### config.mk
export PLATFORM = sky130hd
export DESIGN_NAME = packet_receiver
export DESIGN_NICKNAME = d
export VERILOG_FILES = /design/src/rtl/uart_pkg.sv /design/src/rtl/uart_rx_8n1_core.sv /design/src/rtl/packet_receiver.sv
export SDC_FILE = /design/constraint.sdc
export NUM_CORES = 1
export LEC_CHECK = 0
export CAP_MARGIN = 15
export CORE_MARGIN = 1.5
export CORE_UTILIZATION = 59
export CTS_CLUSTER_SIZE = 14
export DETAILED_ROUTE_END_ITERATION = 10
export PLACE_DENSITY = 0.86
export SLEW_MARGIN = 20
export SYNTH_ARGS = -nofsm -noshare
export SYNTH_HDL_FRONTEND = slang
export SYNTH_SLANG_ARGS = --single-unit
### constraint.sdc
create_clock -name clk -period 3.5 [get_ports clk]
set_input_delay 0.525 -clock clk [delete_from_list [all_inputs] [get_ports clk]]
set_output_delay 0.525 -clock clk [all_outputs]
set_load 0.005 [all_outputs]
### src/rtl/uart_pkg.sv
// Shared UART definitions: bit-engine state encoding and default baud constants
// (12 MHz system clock, 115200 baud).
package uart_pkg;

    localparam int unsigned UART_CLK_HZ       = 12_000_000;
    localparam int unsigned UART_BAUD         = 115_200;
    localparam int unsigned UART_CLKS_PER_BIT = UART_CLK_HZ / UART_BAUD;
    localparam int unsigned UART_TIMEOUT_BITS = 20;

    typedef enum logic [1:0] {
        RX_IDLE,
        RX_START,
        RX_DATA,
        RX_STOP
    } rx_state_e;

endpackage

### src/rtl/uart_rx_8n1_core.sv
// 8N1 UART deserializer: two-flop synchroniser, bit engine, byte strobe and
// frame-error pulse (both one cycle, registered).
module uart_rx_8n1_core
    import uart_pkg::*;
#(
    parameter int unsigned CLKS_PER_BIT = UART_CLKS_PER_BIT
) (
    input  logic       clk,
    input  logic       rst_n,
    input  logic       rxd_i,
    output logic [7:0] byte_o,
    output logic       byte_stb_o,
    output logic       frame_err_o
);

    localparam int unsigned CW = $clog2(CLKS_PER_BIT + 1);
    localparam logic [CW-1:0] HALF_M1 = CW'(CLKS_PER_BIT / 2 - 1);
    localparam logic [CW-1:0] FULL_M1 = CW'(CLKS_PER_BIT - 1);

    if (CLKS_PER_BIT < 2) begin : g_param_chk
        $error("uart_rx_8n1_core: CLKS_PER_BIT must be at least 2");
    end

    logic            rx_meta_q, rx_sync_q;
    logic [1:0]      warm_q;
    logic            hi_seen_q;
    rx_state_e       state_q, state_d;
    logic [CW-1:0]   cnt_q, cnt_d;
    logic [2:0]      bit_q, bit_d;
    logic [7:0]      shreg_q, shreg_d;
    logic            stb_q, stb_d;
    logic            ferr_q, ferr_d;

    // hi_seen_q only trusts samples that travelled the whole synchroniser, so a
    // line held low across reset release never looks like a falling edge.
    always_ff @(posedge clk or negedge rst_n) begin
        if (!rst_n) begin
            rx_meta_q <= 1'b1;
            rx_sync_q <= 1'b1;
            warm_q    <= 2'b00;
            hi_seen_q <= 1'b0;
        end else begin
            rx_meta_q <= rxd_i;
            rx_sync_q <= rx_meta_q;
            warm_q    <= {warm_q[0], 1'b1};
            hi_seen_q <= warm_q[1] & rx_sync_q;
        end
    end

    always_comb begin
        state_d = state_q;
        cnt_d   = cnt_q + 1'b1;
        bit_d   = bit_q;
        shreg_d = shreg_q;
        stb_d   = 1'b0;
        ferr_d  = 1'b0;
        case (state_q)
            RX_IDLE: begin
                cnt_d = '0;
                if (hi_seen_q && !rx_sync_q) state_d = RX_START;
            end
            RX_START: begin
                if (cnt_q == HALF_M1) begin
                    cnt_d = '0;
                    if (!rx_sync_q) begin
                        state_d = RX_DATA;
                        bit_d   = 3'd0;
                    end else begin
                        state_d = RX_IDLE;
                    end
                end
            end
            RX_DATA: begin
                if (cnt_q == FULL_M1) begin
                    cnt_d   = '0;
                    shreg_d = {rx_sync_q, shreg_q[7:1]};
                    if (bit_q == 3'd7) state_d = RX_STOP;
                    else               bit_d   = bit_q + 3'd1;
                end
            end
            RX_STOP: begin
                if (cnt_q == FULL_M1) begin
                    cnt_d   = '0;
                    state_d = RX_IDLE;
                    if (rx_sync_q) stb_d  = 1'b1;
                    else           ferr_d = 1'b1;
                end
            end
            default: state_d = RX_IDLE;
        endcase
    end

    always_ff @(posedge clk or negedge rst_n) begin
        if (!rst_n) begin
            state_q <= RX_IDLE;
            cnt_q   <= '0;
            bit_q   <= 3'd0;
            shreg_q <= 8'h00;
            stb_q   <= 1'b0;
            ferr_q  <= 1'b0;
        end else begin
            state_q <= state_d;
            cnt_q   <= cnt_d;
            bit_q   <= bit_d;
            shreg_q <= shreg_d;
            stb_q   <= stb_d;
            ferr_q  <= ferr_d;
        end
    end

    assign byte_o      = shreg_q;
    assign byte_stb_o  = stb_q;
    assign frame_err_o = ferr_q;

endmodule

### src/rtl/packet_receiver.sv
// UART packet receiver: assembles PACKET_BYTES bytes (first byte = LSB) into a
// valid/ready output slot. Optional inter-byte timeout: PACKET_RECEIVER_TIMEOUT_EN.
module packet_receiver
    import uart_pkg::*;
#(
    parameter int unsigned CLKS_PER_BIT = UART_CLKS_PER_BIT,
    parameter int unsigned PACKET_BYTES = 2,
    parameter int unsigned TIMEOUT_CLKS = UART_TIMEOUT_BITS * CLKS_PER_BIT
) (
    input  logic                      clk,
    input  logic                      rst_n,
    input  logic                      rxd,
    output logic [8*PACKET_BYTES-1:0] pkt_data,
    output logic                      pkt_valid,
    input  logic                      pkt_ready,
    output logic                      frame_err,
    output logic                      overrun,
    output logic                      timeout_err,
    output logic                      busy
);

    localparam int unsigned PW = 8 * PACKET_BYTES;
    localparam int unsigned CW = $clog2(PACKET_BYTES + 1);
    localparam logic [CW-1:0] LAST = CW'(PACKET_BYTES - 1);

    if (PACKET_BYTES < 1 || PACKET_BYTES > 8 || TIMEOUT_CLKS < 1) begin : g_param_chk
        $error("packet_receiver: PACKET_BYTES must be 1..8 and TIMEOUT_CLKS >= 1");
    end

    logic [7:0]    rx_byte;
    logic          rx_stb;
    logic          rx_ferr;

    logic [CW-1:0] bcnt_q, bcnt_d;
    logic [PW-1:0] asm_q, asm_d;
    logic [PW-1:0] data_q, data_d;
    logic          vld_q, vld_d;
    logic          ovr_q, ovr_d;
    logic          ferr_q;
    logic          tmo_q;
    logic          tmo_fire;

    uart_rx_8n1_core #(
        .CLKS_PER_BIT(CLKS_PER_BIT)
    ) u_core (
        .clk         (clk),
        .rst_n       (rst_n),
        .rxd_i       (rxd),
        .byte_o      (rx_byte),
        .byte_stb_o  (rx_stb),
        .frame_err_o (rx_ferr)
    );

`ifdef PACKET_RECEIVER_TIMEOUT_EN
    localparam int unsigned TW = $clog2(TIMEOUT_CLKS + 1);
    logic [TW-1:0] tcnt_q;

    // Gap counter restarts on every byte; a strobe in the firing cycle wins.
    assign tmo_fire = (bcnt_q != '0) && (tcnt_q == TW'(TIMEOUT_CLKS - 1)) && !rx_stb;

    always_ff @(posedge clk or negedge rst_n) begin
        if (!rst_n)                                    tcnt_q <= '0;
        else if (rx_stb || bcnt_q == '0 || tmo_fire)   tcnt_q <= '0;
        else                                           tcnt_q <= tcnt_q + 1'b1;
    end
`else
    assign tmo_fire = 1'b0;
`endif

    always_comb begin
        bcnt_d = bcnt_q;
        asm_d  = asm_q;
        data_d = data_q;
        vld_d  = vld_q;
        ovr_d  = 1'b0;
        if (vld_q && pkt_ready) vld_d = 1'b0;
        if (rx_ferr) begin
            bcnt_d = '0;
        end else if (rx_stb) begin
            for (int k = 0; k < PACKET_BYTES; k++) begin
                if (bcnt_q == CW'(k)) asm_d[8*k +: 8] = rx_byte;
            end
            if (bcnt_q == LAST) begin
                bcnt_d = '0;
                // A same-cycle handshake frees the slot for the new packet.
                if (!vld_q || pkt_ready) begin
                    data_d = asm_d;
                    vld_d  = 1'b1;
                end else begin
                    ovr_d = 1'b1;
                end
            end else begin
                bcnt_d = bcnt_q + 1'b1;
            end
        end else if (tmo_fire) begin
            bcnt_d = '0;
        end
    end

    always_ff @(posedge clk or negedge rst_n) begin
        if (!rst_n) begin
            bcnt_q <= '0;
            asm_q  <= '0;
            data_q <= '0;
            vld_q  <= 1'b0;
            ovr_q  <= 1'b0;
            ferr_q <= 1'b0;
            tmo_q  <= 1'b0;
        end else begin
            bcnt_q <= bcnt_d;
            asm_q  <= asm_d;
            data_q <= data_d;
            vld_q  <= vld_d;
            ovr_q  <= ovr_d;
            ferr_q <= rx_ferr;
            tmo_q  <= tmo_fire;
        end
    end

    assign pkt_data    = data_q;
    assign pkt_valid   = vld_q;
    assign overrun     = ovr_q;
    assign frame_err   = ferr_q;
    assign timeout_err = tmo_q;
    assign busy        = (bcnt_q != '0);

endmodule

==> metrics, run 1 <==
status=finished clean; clock buffer depth=2; CP Data Arrival Time=1.80 ns; worst-path cell chain=nor2_2 > inv_1 > clkdlybuf4s50_1; htree depth=2; EDFF count, synth=0; CTS Hold Bufs=0; Nets=approximately 220; # port buffers=23; async set-reset flop share out of synthesis=100%; Area Overhead vs Synth=15.0%; Slew Viols, Final=0; Die W=66.8 um; drt drc=0; grt ovf=0; Final Non-Filler Cells=261; GPL Wtd Cong=~0.88; Post-synth top flop=dfrtp_1; setup_tns=0 ns; via count=1,529; Peak supply drop=0.321 mV; Static Leak=between 1 and 1.5 nW; post-route ant nets=0; largest net degree at the start of global routing=56; Core ar.=3970 um2; path type of the worst setup path=flop to output port; Clock Root Buffer=clkbuf_8; final worst-path cycle share=66.4%; Netlist Area Pre-Place=2400 um2; TritonRoute pass-1 iters=4; Tightest Hold Check Type=input port to asynchronous set/reset pin; slowest stage cell, crit path=nor2_2; number of CTS-inserted buffers=5; Power Total=1.23 mW; most common cell after layout, fill and taps aside=dfrtp_1; Worst Setup Start Kind=flop; global-route wire length before repair=between 7000 and 8000 um; CP required=about 3 ns; Mapped Avg Cell Area=between 10 and 15 um2; Tot GR Track Use=a little over a fifth; Fillers=about 270; starting density of the core=about 61%; Setup violations, final=0; CTS tree=built; Critical path buffers and inverters=2; number of DRC markers in iteration 0=97; most frequent cells in the layout=dfrtp_1, mux2_2, a21oi_1, clkdlybuf4s50_1, mux2i_1; Critical Path End Type=output port; antenna diode count=0; io pins=25; Layout Utilization=a little over two thirds; Clock transition at path regs=0.09 ns; Inst Count DP=approximately 250; Max Freq=431 MHz; flops & latches, synth=56; Clock Skew=0.00661 ns; critical path's largest stage delay=0.49 ns; Final Hold Viols=0; relative slew slack=56.0%; Rows=23; synthesized instance count=187; min Tclk post-route=about 2.3 ns; Synthesis Warnings=0; number of clock sinks=56; initial antenna violation count=0; Max Cap Viol=0; RSZ-0062 raised after global routing=no; slew at the pin closest to its max-slew limit=0.660 ns; die area=4470 um2; worst skew pair latency=0.31 ns; share of cells above drive strength 1=about a fifth; drt wl/cell=16.1 um; flip-flop and latch area=1400 um2; post-synthesis cell type count=45; sequential area share after synthesis=58.4%; Total Routed Length=4200 um; Post-CTS Setup Inserts=0; CTS resizes=0; PwrDens=~440 nW/um2; Max FO, Critical Path=9; vias in the first global route=1,534; die height=between 60 and 70 um; Post-Syn Nets=194; crit-path leading delay family=buffers and inverters; Vias/cell=5.86; DP HPWL=2980 um; multi-input logic area=930 um2
==> through the flow <==
stage	hold slack, ns	worst slack (ns)	area, um2
2_1_floorplan	0.229	1.83	2400
3_3_place_gp	0.334	1.46	2660
6_report	0.234	1.18	2770
3_5_place_dp	0.335	1.33	2660
5_1_grt	0.277	1.04	2770
4_1_cts	0.263	1.15	2770
==> sequential cells by signal, summed over array words and instances (netlist names), named ones only <==
name                flops
u_core.frame_err_o      1
asm_q                   8
u_core.bit_q            3
u_core.state_q          1
u_core.byte_stb_o       1
u_core.rx_meta_q        1
bcnt_q                  2
u_core.rx_sync_q        1
u_core.warm_q           2
frame_err               1
overrun                 1
u_core.hi_seen_q        1
pkt_data               16
pkt_valid               1
u_core.cnt_q            7
u_core.byte_o           8
==> cells in the mapped netlist, types with 2 or more instances <==
master | instances | share of area, %
a21oi_1 | 22 | 4.6
a22oi_1 | 2 | 0.62
and2_1 | 2 | 0.52
and4bb_2 | 2 | 1.0
buf_2 | 5 | 1.0
buf_4 | 2 | 0.62
conb_1 | 2 | 0.31
dfrtp_1 | 54 | 56
dfstp_2 | 2 | 2.2
ha_1 | 3 | 1.6
inv_1 | 7 | 1.1
mux2_2 | 24 | 11
mux2i_1 | 8 | 3.3
nand2_1 | 7 | 1.1
nand3_1 | 3 | 0.62
nand4_1 | 2 | 0.52
nor2_1 | 4 | 0.62
o21ai_0 | 5 | 1.0
o221ai_1 | 2 | 0.73
or3_1 | 2 | 0.52
xnor2_1 | 2 | 0.73
xor2_1 | 2 | 0.73
==> power breakdown <==
| part | total (mW) | switching, mW | internal, mW | leakage [nW] |
|---|---|---|---|---|
| registers | 0.719 | 0.0423 | 0.677 | 0.761 |
| clock network | 0.404 | 0.191 | 0.212 | 0.0552 |
| logic | 0.107 | 0.0550 | 0.0521 | 0.505 |
==> metal layers <==
layer	routed length, um	GRT usage (%)	up-vias
li1	-	-	718
met1	1830	27.7	758
met2	2120	36.8	47
met3	197	6.08	6
met4	55	6.89	0
met5	0	0	-
==> worst paths after layout <==
kind / start / endpoint / slack (ns) / cells after the start
max: bcnt_q[0]$_DFFE_PN0P_ / busy / 1.18 / 3
min: rst_n / pkt_data[8]$_DFFE_PN0P_ / 0.23 / 1
max in group asynchronous: rst_n / u_core.rx_sync_q$_DFF_PN1_ / 2.66 / 2
min reg2reg: u_core.warm_q[0]$_DFF_PN0_ / u_core.warm_q[1]$_DFF_PN0_ / 0.35 / 0
max reg2reg: u_core.cnt_q[0]$_DFF_PN0_ / u_core.byte_o[0]$_DFFE_PN0P_ / 1.56 / 4
min in group clk: u_core.warm_q[0]$_DFF_PN0_ / u_core.warm_q[1]$_DFF_PN0_ / 0.35 / 0
==> layout make-up <==
type / instances / share of cell area, %
multi-input cells: 116 / 33.6
inverters: 7 / 0.950
clock buffers: 6 / 2.62
flip-flops and latches: 56 / 50.8
clock inverters: 2 / 1.27
well taps: 50 / 2.26
repair buffers: 24 / 8.51
==> kinds of logic after synthesis <==
group / synth area share [%]
fa+ha+maj: 1.56
flops: 58.4
simple gates: 11.0
other cells: 0.312
buf+inv: 2.91
compound gates: 9.79
xor+xnor: 1.46
mux: 14.6
Power figures use the tool's default switching activity.
==> inputs of run 2 (changes only) <==
--- a/config.mk
+++ b/config.mk
@@ -7,10 +7,10 @@
 export LEC_CHECK = 0
 export CAP_MARGIN = 15
 export CORE_MARGIN = 1.5
-export CORE_UTILIZATION = 59
+export CORE_UTILIZATION = 55
 export CTS_CLUSTER_SIZE = 14
 export DETAILED_ROUTE_END_ITERATION = 10
-export PLACE_DENSITY = 0.86
+export PLACE_DENSITY = 0.81
 export SLEW_MARGIN = 20
 export SYNTH_ARGS = -nofsm -noshare
 export SYNTH_HDL_FRONTEND = slang
==> constraint.sdc (replaced) <==
create_clock -name clk -period 2.4 [get_ports clk]
set_input_delay 0.36 -clock clk [delete_from_list [all_inputs] [get_ports clk]]
set_output_delay 0.36 -clock clk [all_outputs]
set_load 0.005 [all_outputs]
==> metrics, run 2 (synthesized netlist as in run 1, its figures left out) <==
# port buffers=23 (unchanged); final worst-path cycle share=80.0%; GPL Wtd Cong=0.833 (-5.3%); Inst Count DP=255 (+0.79%); multi-input logic area=930 um2 (unchanged); Core ar.=4090 um2 (+2.9%); via count=1,522 (-0.46%); Tot GR Track Use=18.9% (-3.0 points); setup_tns=0 ns (unchanged); die area=4780 um2 (+6.9%); critical path's largest stage delay=0.53 ns (+0.04 ns); Final Hold Viols=0 (unchanged); Area Overhead vs Synth=15.0% (about the same); worst skew pair latency=0.31 ns (about the same); vias in the first global route=1,416 (-7.7%); DP HPWL=2970 um (about the same); drt wl/cell=15.8 um (-1.9%); min Tclk post-route=1.92 ns; slowest stage cell, crit path=nor4bb_1; Seq pwr share=61.0% (+2.5 points); Internal=1.30 mW (+38%); CTS resizes=0 (unchanged); share of cells above drive strength 1=21.1% (+0.75 points); Nets=219 (+0.92%); Max FO, Critical Path=4 (-5); Clock transition at path regs=0.09 ns (about the same); number of DRC markers in iteration 0=116 (+20%); die height=69.1 um (+3.4%); CTS tree=built; clock power share=30.0% (-2.8 points); sw power=416 uW (+44%); global-route wire length before repair=7160 um (about the same); flip-flop and latch area=1400 um2 (unchanged); Setup violations, final=0 (unchanged); Total Routed Length=4160 um (-1.1%); drt drc=0 (unchanged); number of CTS-inserted buffers=5 (unchanged); CTS Hold Bufs=0 (unchanged); clock buffer depth=2 (unchanged); post-route ant nets=0 (unchanged); slew at the pin closest to its max-slew limit=0.644 ns (-0.0165 ns); number of clock sinks=56 (unchanged); Die W=69.1 um (+3.4%); Clock Root Buffer=clkbuf_8; max FFs per register=16 (unchanged); Tightest Hold Check Type=input port to asynchronous set/reset pin; Post-CTS Setup Inserts=0 (unchanged); antenna diode count=0 (unchanged); htree depth=2 (unchanged); worst-path cell chain=ha_1 > ha_1 > nor4bb_1 > and2_1 > o221ai_1; Worst Setup Start Kind=flop; Static Leak=1.32 nW (-0.20%); most frequent cells in the layout=dfrtp_1, mux2_2, a21oi_1, clkdlybuf4s50_1, mux2i_1; Rows=23 (unchanged); Clock Skew=0.0113 ns (+0.00473 ns); Worst path most repeated cell=ha_1; Max Freq=521 MHz; RSZ-0062 raised after global routing=no; CP required=2.56 ns (-0.41 ns); Peak supply drop=0.416 mV (+30%); combinational share of power=9.0% (+0.3 points); most common cell after layout, fill and taps aside=dfrtp_1; starting density of the core=58.8% (-1.7 points); Slew Viols, Final=0 (unchanged); TritonRoute pass-1 iters=4 (unchanged); initial antenna violation count=0 (unchanged); Fillers=280 (+2.9%); switch share=24.3% (+0.78 points); grt ovf=0 (unchanged); CP Data Arrival Time=2.08 ns (+0.28 ns); largest net degree at the start of global routing=25 (-55%); path type of the worst setup path=flop to flop; Final Non-Filler Cells=263 (+0.77%); Vias/cell=5.79 (-1.2%); io pins=25 (unchanged); PwrDens=620 nW/um2 (+39%); Max Cap Viol=0 (unchanged); relative slew slack=56.6% (+0.65 points); Critical Path End Type=flop; status=finished clean
run 2: cell types whose count changed in the layout (fill, tap and decap cells not counted):
cell	delta
buf_2	+1
buf_4	+1
bufinv_16	-1
clkbuf_8	+1
clkinv_2	-1
clkinvlp_4	+1
run 2: worst paths after layout:
path                                        startpoint                     endpoint  slack (ns)  cells after the start
min in group clk            u_core.warm_q[0]$_DFF_PN0_   u_core.warm_q[1]$_DFF_PN0_        0.36                      0
min reg2reg                 u_core.warm_q[0]$_DFF_PN0_   u_core.warm_q[1]$_DFF_PN0_        0.36                      0
max in group asynchronous                        rst_n     pkt_data[13]$_DFFE_PN0P_        1.79                      2
max reg2reg                u_core.bit_q[0]$_DFFE_PN0P_  u_core.bit_q[2]$_DFFE_PN0P_        0.48                      5
max                        u_core.bit_q[0]$_DFFE_PN0P_  u_core.bit_q[2]$_DFFE_PN0P_        0.48                      5
min                                              rst_n  u_core.bit_q[1]$_DFFE_PN0P_        0.01                      1
run 2: power groups by stage:
stage                     sequential, mW  clock, mW  combinational, mW
after CTS                           1.04      0.531              0.157
after floorplan                     1.04          0              0.125
after global placement              1.06          0              0.152
final                               1.05      0.515              0.154
after global routing                1.05      0.577              0.177
after detailed placement            1.06          0              0.155
run 2: worst max-delay path: cells and delay by family, from the launching register on:
| family | cells | cell delay, ns |
|---|---|---|
| compound gates | 1 | 0.15 |
| fa+ha+maj | 2 | 0.42 |
| simple gates | 2 | 0.79 |
| flops | 1 | 0.42 |
run 2: metal layers:
layer  share of wire [%]  up-vias  track usage, %
met5                   0        -               0
met4                0.58        0            5.23
met3                 4.5        2            5.41
met2                  48       44            28.7
met1                  47      757            26.9
li1                    -      719               -
run 2: area by class of cell:
type | count | area share [%]
flip-flops and latches | 56 | 50.8
multi-input cells | 116 | 33.6
repair buffers | 26 | 8.96
clock buffers | 7 | 3.12
well taps | 50 | 2.26
inverters | 7 | 0.951
clock inverters | 1 | 0.272
run 2: per-stage QoR:
stage / cell area (um2) / hold slack, ns / setup WS, ns / power [mW] / utilization (%)
2_1_floorplan: 2400 / 0.0644 / 0.725 / 1.17 / -
3_3_place_gp: 2670 / 0.335 / 0.533 / 1.21 / 65.3
3_5_place_dp: 2670 / 0.339 / 0.502 / 1.22 / 65.3
4_1_cts: 2760 / 0.0245 / 0.467 / 1.73 / 67.6
5_1_grt: 2760 / 0.0406 / 0.375 / 1.81 / 67.6
6_report: 2760 / 0.0132 / 0.479 / 1.71 / 67.6
